--- config.mk ---
export PLATFORM = sky130hd
export DESIGN_NAME = godai_mem_arbiter
export DESIGN_NICKNAME = d
export VERILOG_FILES = /design/src/rtl/godai_mem_arbiter.sv
export SDC_FILE = /design/constraint.sdc
export NUM_CORES = 1
export LEC_CHECK = 0
export CAP_MARGIN = 20
export CORE_AREA = 2 2 108 110
export CTS_CLUSTER_SIZE = 25
export DETAILED_ROUTE_END_ITERATION = 12
export DIE_AREA = 0 0 110 112
export PLACE_DENSITY = 0.69
export REMOVE_ABC_BUFFERS = 1
export SLEW_MARGIN = 15
export SYNTH_ARGS = -nofsm -noshare
export SYNTH_HDL_FRONTEND = slang
export SYNTH_SLANG_ARGS = --single-unit
export TNS_END_PERCENT = 30
--- constraint.sdc ---
create_clock -name clk -period 3.4 [get_ports clk]
set_input_delay 0.68 -clock clk [delete_from_list [all_inputs] [get_ports clk]]
set_output_delay 0.68 -clock clk [all_outputs]
set_load 0.1 [all_outputs]
--- src/rtl/godai_mem_arbiter.sv ---
// godai_mem_arbiter: round-robin sharing of one req/gnt/rvalid memory port between
// instruction fetch and data load/store, with in-order response routing.
module godai_mem_arbiter #(
    parameter int ADDR_WIDTH      = 32,
    parameter int DATA_WIDTH      = 32,
    parameter int MAX_OUTSTANDING = 2
) (
    input  logic                  clk,
    input  logic                  rst,
    input  logic                  instr_req_i,
    output logic                  instr_gnt_o,
    output logic                  instr_rvalid_o,
    input  logic [ADDR_WIDTH-1:0] instr_addr_i,
    output logic [DATA_WIDTH-1:0] instr_rdata_o,
    input  logic                  data_req_i,
    output logic                  data_gnt_o,
    output logic                  data_rvalid_o,
    input  logic                  data_we_i,
    input  logic [3:0]            data_be_i,
    input  logic [ADDR_WIDTH-1:0] data_addr_i,
    input  logic [DATA_WIDTH-1:0] data_wdata_i,
    output logic [DATA_WIDTH-1:0] data_rdata_o,
    output logic                  data_err_o,
    output logic                  mem_req_o,
    input  logic                  mem_gnt_i,
    input  logic                  mem_rvalid_i,
    output logic                  mem_we_o,
    output logic [3:0]            mem_be_o,
    output logic [ADDR_WIDTH-1:0] mem_addr_o,
    output logic [DATA_WIDTH-1:0] mem_wdata_o,
    input  logic [DATA_WIDTH-1:0] mem_rdata_i,
    input  logic                  mem_err_i,
    output logic                  protocol_err_o
);
    localparam int PW = MAX_OUTSTANDING > 1 ? $clog2(MAX_OUTSTANDING) : 1;
    localparam int CW = $clog2(MAX_OUTSTANDING + 1);

    // Owner FIFO and select encoding: 1 = data port, 0 = instruction port.
    logic [MAX_OUTSTANDING-1:0] owner;
    logic [PW-1:0]              wptr, rptr, wptr_n, rptr_n;
    logic [CW-1:0]              count;
    logic last_grant, locked, locked_sel, sel, full, gnt, pop;

    assign full      = count == CW'(MAX_OUTSTANDING);
    assign mem_req_o = !full & (locked | instr_req_i | data_req_i);

    always_comb begin
        sel = locked ? locked_sel : (instr_req_i & data_req_i) ? !last_grant : data_req_i;
    end

    assign mem_we_o    = sel & data_we_i;
    assign mem_be_o    = sel ? data_be_i : 4'hF;
    assign mem_addr_o  = sel ? data_addr_i : instr_addr_i;
    assign mem_wdata_o = sel ? data_wdata_i : '0;

    assign gnt         = mem_gnt_i & mem_req_o;
    assign instr_gnt_o = gnt & !sel;
    assign data_gnt_o  = gnt & sel;

    assign pop            = mem_rvalid_i & (count != '0);
    assign instr_rvalid_o = pop & !owner[rptr];
    assign data_rvalid_o  = pop & owner[rptr];
    assign instr_rdata_o  = mem_rdata_i;
    assign data_rdata_o   = mem_rdata_i;
    assign data_err_o     = mem_err_i & data_rvalid_o;

    assign wptr_n = (wptr == PW'(MAX_OUTSTANDING - 1)) ? '0 : wptr + PW'(1);
    assign rptr_n = (rptr == PW'(MAX_OUTSTANDING - 1)) ? '0 : rptr + PW'(1);

    always_ff @(posedge clk or posedge rst) begin
        if (rst) begin
            owner          <= '0;
            wptr           <= '0;
            rptr           <= '0;
            count          <= '0;
            last_grant     <= 1'b1;
            locked         <= 1'b0;
            locked_sel     <= 1'b0;
            protocol_err_o <= 1'b0;
        end else begin
            if (gnt) begin
                owner[wptr] <= sel;
                wptr        <= wptr_n;
                last_grant  <= sel;
            end
            if (pop)
                rptr <= rptr_n;
            count <= count + CW'(gnt) - CW'(pop);
            // A stalled request pins the selection so the memory sees stable address/data.
            if (mem_req_o & !mem_gnt_i) begin
                locked     <= 1'b1;
                locked_sel <= sel;
            end else if (gnt) begin
                locked <= 1'b0;
            end
            protocol_err_o <= protocol_err_o | (mem_rvalid_i & (count == '0));
        end
    end
endmodule
==> results <==
routing by layer:
metal / part of all wire / up-vias / global-route usage
li1: - / 778 / -
met1: 0.34 / 799 / 0.136
met2: 0.43 / 190 / 0.184
met3: 0.22 / 9 / 0.112
met4: 0.0055 / 2 / 0.0169
met5: 0.0061 / - / 0.0840
synth_stat cells, types with 2 or more instances:
master / instances / share of area
sky130_fd_sc_hd__mux2_2: 7 / 0.046
sky130_fd_sc_hd__nor3_1: 3 / 0.0087
sky130_fd_sc_hd__dfrtp_1: 9 / 0.13
sky130_fd_sc_hd__xnor2_1: 4 / 0.020
sky130_fd_sc_hd__buf_4: 64 / 0.28
sky130_fd_sc_hd__nand2_1: 2 / 0.0043
sky130_fd_sc_hd__ha_1: 2 / 0.014
sky130_fd_sc_hd__buf_6: 3 / 0.020
sky130_fd_sc_hd__inv_1: 3 / 0.0065
sky130_fd_sc_hd__clkbuf_1: 3 / 0.0065
sky130_fd_sc_hd__mux2_4: 20 / 0.17
sky130_fd_sc_hd__mux2_1: 9 / 0.059
sky130_fd_sc_hd__nand2b_1: 4 / 0.014
sky130_fd_sc_hd__and2_1: 34 / 0.12
sky130_fd_sc_hd__nor2b_1: 2 / 0.0072
sky130_fd_sc_hd__nor2_1: 5 / 0.011
sky130_fd_sc_hd__a21o_1: 2 / 0.0087
power by group through the flow:
stage | Sequential [W] | Combinational (W) | Clock (W)
6_report | 0.000234 | 0.00411 | 0.000231
5_1_grt | 0.000245 | 0.00424 | 0.000242
4_1_cts | 0.000235 | 0.00414 | 0.000235
3_5_place_dp | 0.000235 | 0.00414 | 0
3_3_place_gp | 0.000234 | 0.00410 | 0
2_1_floorplan | 0.000223 | 0.00261 | 0
state kept, by name, summed over array words and instances, names as in the netlist:
signal / count
locked_sel: 1
wptr: 1
count: 2
rptr: 1
last_grant: 1
locked: 1
protocol_err_o: 1
owner: 2
final cells by class:
cell class | count | area (um^2) | area share
tap | 143 | 179 | 0.0439
timing repair buffer | 185 | 2610 | 0.640
inverter | 3 | 11.3 | 0.00277
sequential | 10 | 251 | 0.0618
clock buffer | 4 | 88.8 | 0.0218
multi-input combinational | 103 | 933 | 0.229
worst max path at each step:
stage	start	end	cells after the start
detailed placement	data_req_i	mem_addr_o[26]	6
finish	data_req_i	mem_addr_o[26]	6
global placement	data_req_i	mem_addr_o[26]	6
global route	data_req_i	mem_addr_o[26]	6
floorplan	mem_rvalid_i	data_err_o	3
CTS	data_req_i	mem_addr_o[26]	6
through the flow:
step,instance area (um^2),instances,hold slack [ps]
6_report,4070,448,471
3_5_place_dp,3980,444,449
3_3_place_gp,3980,444,446
2_1_floorplan,1200,116,459
4_1_cts,4070,448,486
5_1_grt,4070,448,514
cells by family (layout without fill, tap and decap cells):
| kind of cell | count (synthesis) | in the layout | synth area share |
|---|---|---|---|
| DFF | 10 | 10 | 0.146 |
| xor gates and xnor gates | 4 | 4 | 0.0203 |
| buffers and inverters | 74 | 192 | 0.314 |
| and+or+nand+nor | 55 | 55 | 0.193 |
| adders and majority gates | 2 | 2 | 0.0145 |
| muxes | 37 | 37 | 0.284 |
| AOI/OAI and AO/OA | 5 | 5 | 0.0290 |
==> summary.json <==
{
  "power_report.internal_total": {"value": 0.00187, "unit": "W"},
  "hpwl": {"value": 7.27, "unit": "mm"},
  "synth.cell_area": {"value": 1730, "unit": "um^2"},
  "holdBufCountCts": {"value": 0},
  "core-area": {"value": 11200, "unit": "um^2"},
  "drt_first_pass_iters": {"value": 4},
  "max_transition_viols_final": {"value": 0},
  "critical-path-top-delay-family": {"value": "buffers and inverters"},
  "final_layout_size_suffix_gt1_frac": {"value": 0.370},
  "port-buffer-count": {"value": 183},
  "timing.max_slew.rel_slack": {"value": 0.639},
  "commonest_cells_after_routing_fill_and_taps_aside": {"value": "sky130_fd_sc_hd__clkdlybuf4s50_1, sky130_fd_sc_hd__buf_12, sky130_fd_sc_hd__and2_1"},
  "totalNegativeSetupSlack": {"value": 0, "unit": "ps"},
  "routed_wirelength": {"value": 8.34, "unit": "mm"},
  "setup.reg_to_reg.worst_slack": {"value": 1490, "unit": "ps"},
  "setup_viol": {"value": 0},
  "max-cap-violations": {"value": 0},
  "die-area": {"value": 12300, "unit": "um^2"},
  "post_cts.repair.setup_buffers": {"value": 0},
  "final.period_utilization": {"value": 0.888},
  "grt_setup_unrepaired": {"value": "no"},
  "p_comb_frac": {"value": 0.898},
  "postSynthCellCount": {"value": 187},
  "tritoncts": {"value": "built"},
  "cts_resized": {"value": 0},
  "total_routing_resource_utilization_after_global_routing": {"value": 0.127},
  "total_leakage_power": {"value": 1.72, "unit": "nW"},
  "clk_root_buffer_cell": {"value": "sky130_fd_sc_hd__clkbuf_16"},
  "synthesis.yosys.warnings": {"value": 0},
  "maxClockFrequency": {"value": 331, "unit": "MHz"},
  "row_count": {"value": 39},
  "die_width": {"value": 110, "unit": "um"},
  "worst-r2r-cell-count": {"value": 7},
  "required": {"value": 2720, "unit": "ps"},
  "mostFrequentLayoutCell": {"value": "sky130_fd_sc_hd__clkdlybuf4s50_1"},
  "worstMarginPinSlew": {"value": 536, "unit": "ps"},
  "seq_area_frac_synth": {"value": 0.146},
  "place_ws": {"value": 367, "unit": "ps"},
  "cts-buffers-inserted": {"value": 3},
  "vdd.ir_drop.worst": {"value": 521, "unit": "uV"},
  "overall_via_count_from_detail_route": {"value": 1778},
  "min-delay-start": {"value": "protocol_err_o"},
  "critPathBufInv": {"value": 3},
  "first_global_vias": {"value": 1875},
  "cp_common_cell": {"value": "sky130_fd_sc_hd__buf_12"},
  "worst_hold_path.num_cells": {"value": 1},
  "average_wire_length_per_cell_after_detail_routing": {"value": 18.6, "unit": "um"},
  "weighted_congestion_reported_at_the_end_of_routability_driven_placement": {"value": 0.721},
  "hold-path-endpoint": {"value": "protocol_err_o"},
  "end_kind": {"value": "output port"},
  "arrival": {"value": 2340, "unit": "ps"},
  "status": {"value": "completed"},
  "flow.area_growth_from_synthesis": {"value": 136, "unit": "%"},
  "critPathKind": {"value": "in2out"},
  "synth.avg_cell_area": {"value": 9.23, "unit": "um^2"},
  "drt.antenna.violating_nets": {"value": 0},
  "clock_path_buffers": {"value": 2},
  "switching_power": {"value": 0.00271, "unit": "W"},
  "drc_violation_count_after_routing": {"value": 0},
  "grt_pass1_wl": {"value": 11.6, "unit": "mm"},
  "worstReg2RegEnd": {"value": "count[1]"},
  "synth_cell_type_count": {"value": 28},
  "postSynthRegisterBits": {"value": 10},
  "period_minus_slack": {"value": 3020, "unit": "ps"},
  "cts.htree.levels": {"value": 1},
  "timing.critical_path.fanout_max": {"value": 33},
  "dr.first_iter.drc_count": {"value": 68},
  "synth-edff-count": {"value": 0},
  "grt_antenna_before_repair": {"value": 0},
  "holdCritPathClass": {"value": "reg2reg"},
  "fillCellCount": {"value": 1078},
  "grt_start_max_net_pins": {"value": 43},
  "critical_path.max_stage_delay": {"value": 440, "unit": "ps"},
  "p_sw_frac": {"value": 0.591},
  "ys.flop_type": {"value": "sky130_fd_sc_hd__dfrtp_1"},
  "power-per-cell-area": {"value": 1120, "unit": "nW/um^2"},
  "clkLatencyLatePin": {"value": 240, "unit": "ps"},
  "cpMaxStageDelayCell": {"value": "sky130_fd_sc_hd__clkdlybuf4s50_1"},
  "synth_async_sr_flop_share": {"value": 1.00},
  "overflow": {"value": 0},
  "timing_hold_violations_final": {"value": 0},
  "insertedDiodeCount": {"value": 0},
  "pwr-share-clk": {"value": 0.051},
  "worst_r2r_startpoint": {"value": "count[1]"},
  "worst_slack": {"value": 380, "unit": "ps"},
  "layout.core_utilization": {"value": 0.364},
  "seq_power_share": {"value": 0.051},
  "cts.sink_count": {"value": 10},
  "io-pin-count": {"value": 280},
  "initial_core_util": {"value": 0.155},
  "power.total": {"value": 0.00458, "unit": "W"},
  "worst_setup_hold_path_clk_slew": {"value": 40, "unit": "ps"},
  "die_y": {"value": 112, "unit": "um"},
  "cp_cell_sequence": {"value": "clkdlybuf4s50_1 -> nor2b_2 -> a22oi_4 -> buf_12 -> mux2_1 -> buf_12"},
  "vias_per_cell": {"value": 3.97},
  "final.setup_skew": {"value": 1.97, "unit": "ps"},
  "worst_setup_path_start_kind": {"value": "input port"},
  "layout.nets": {"value": 448}
}
Power figures use the tool's default switching activity.
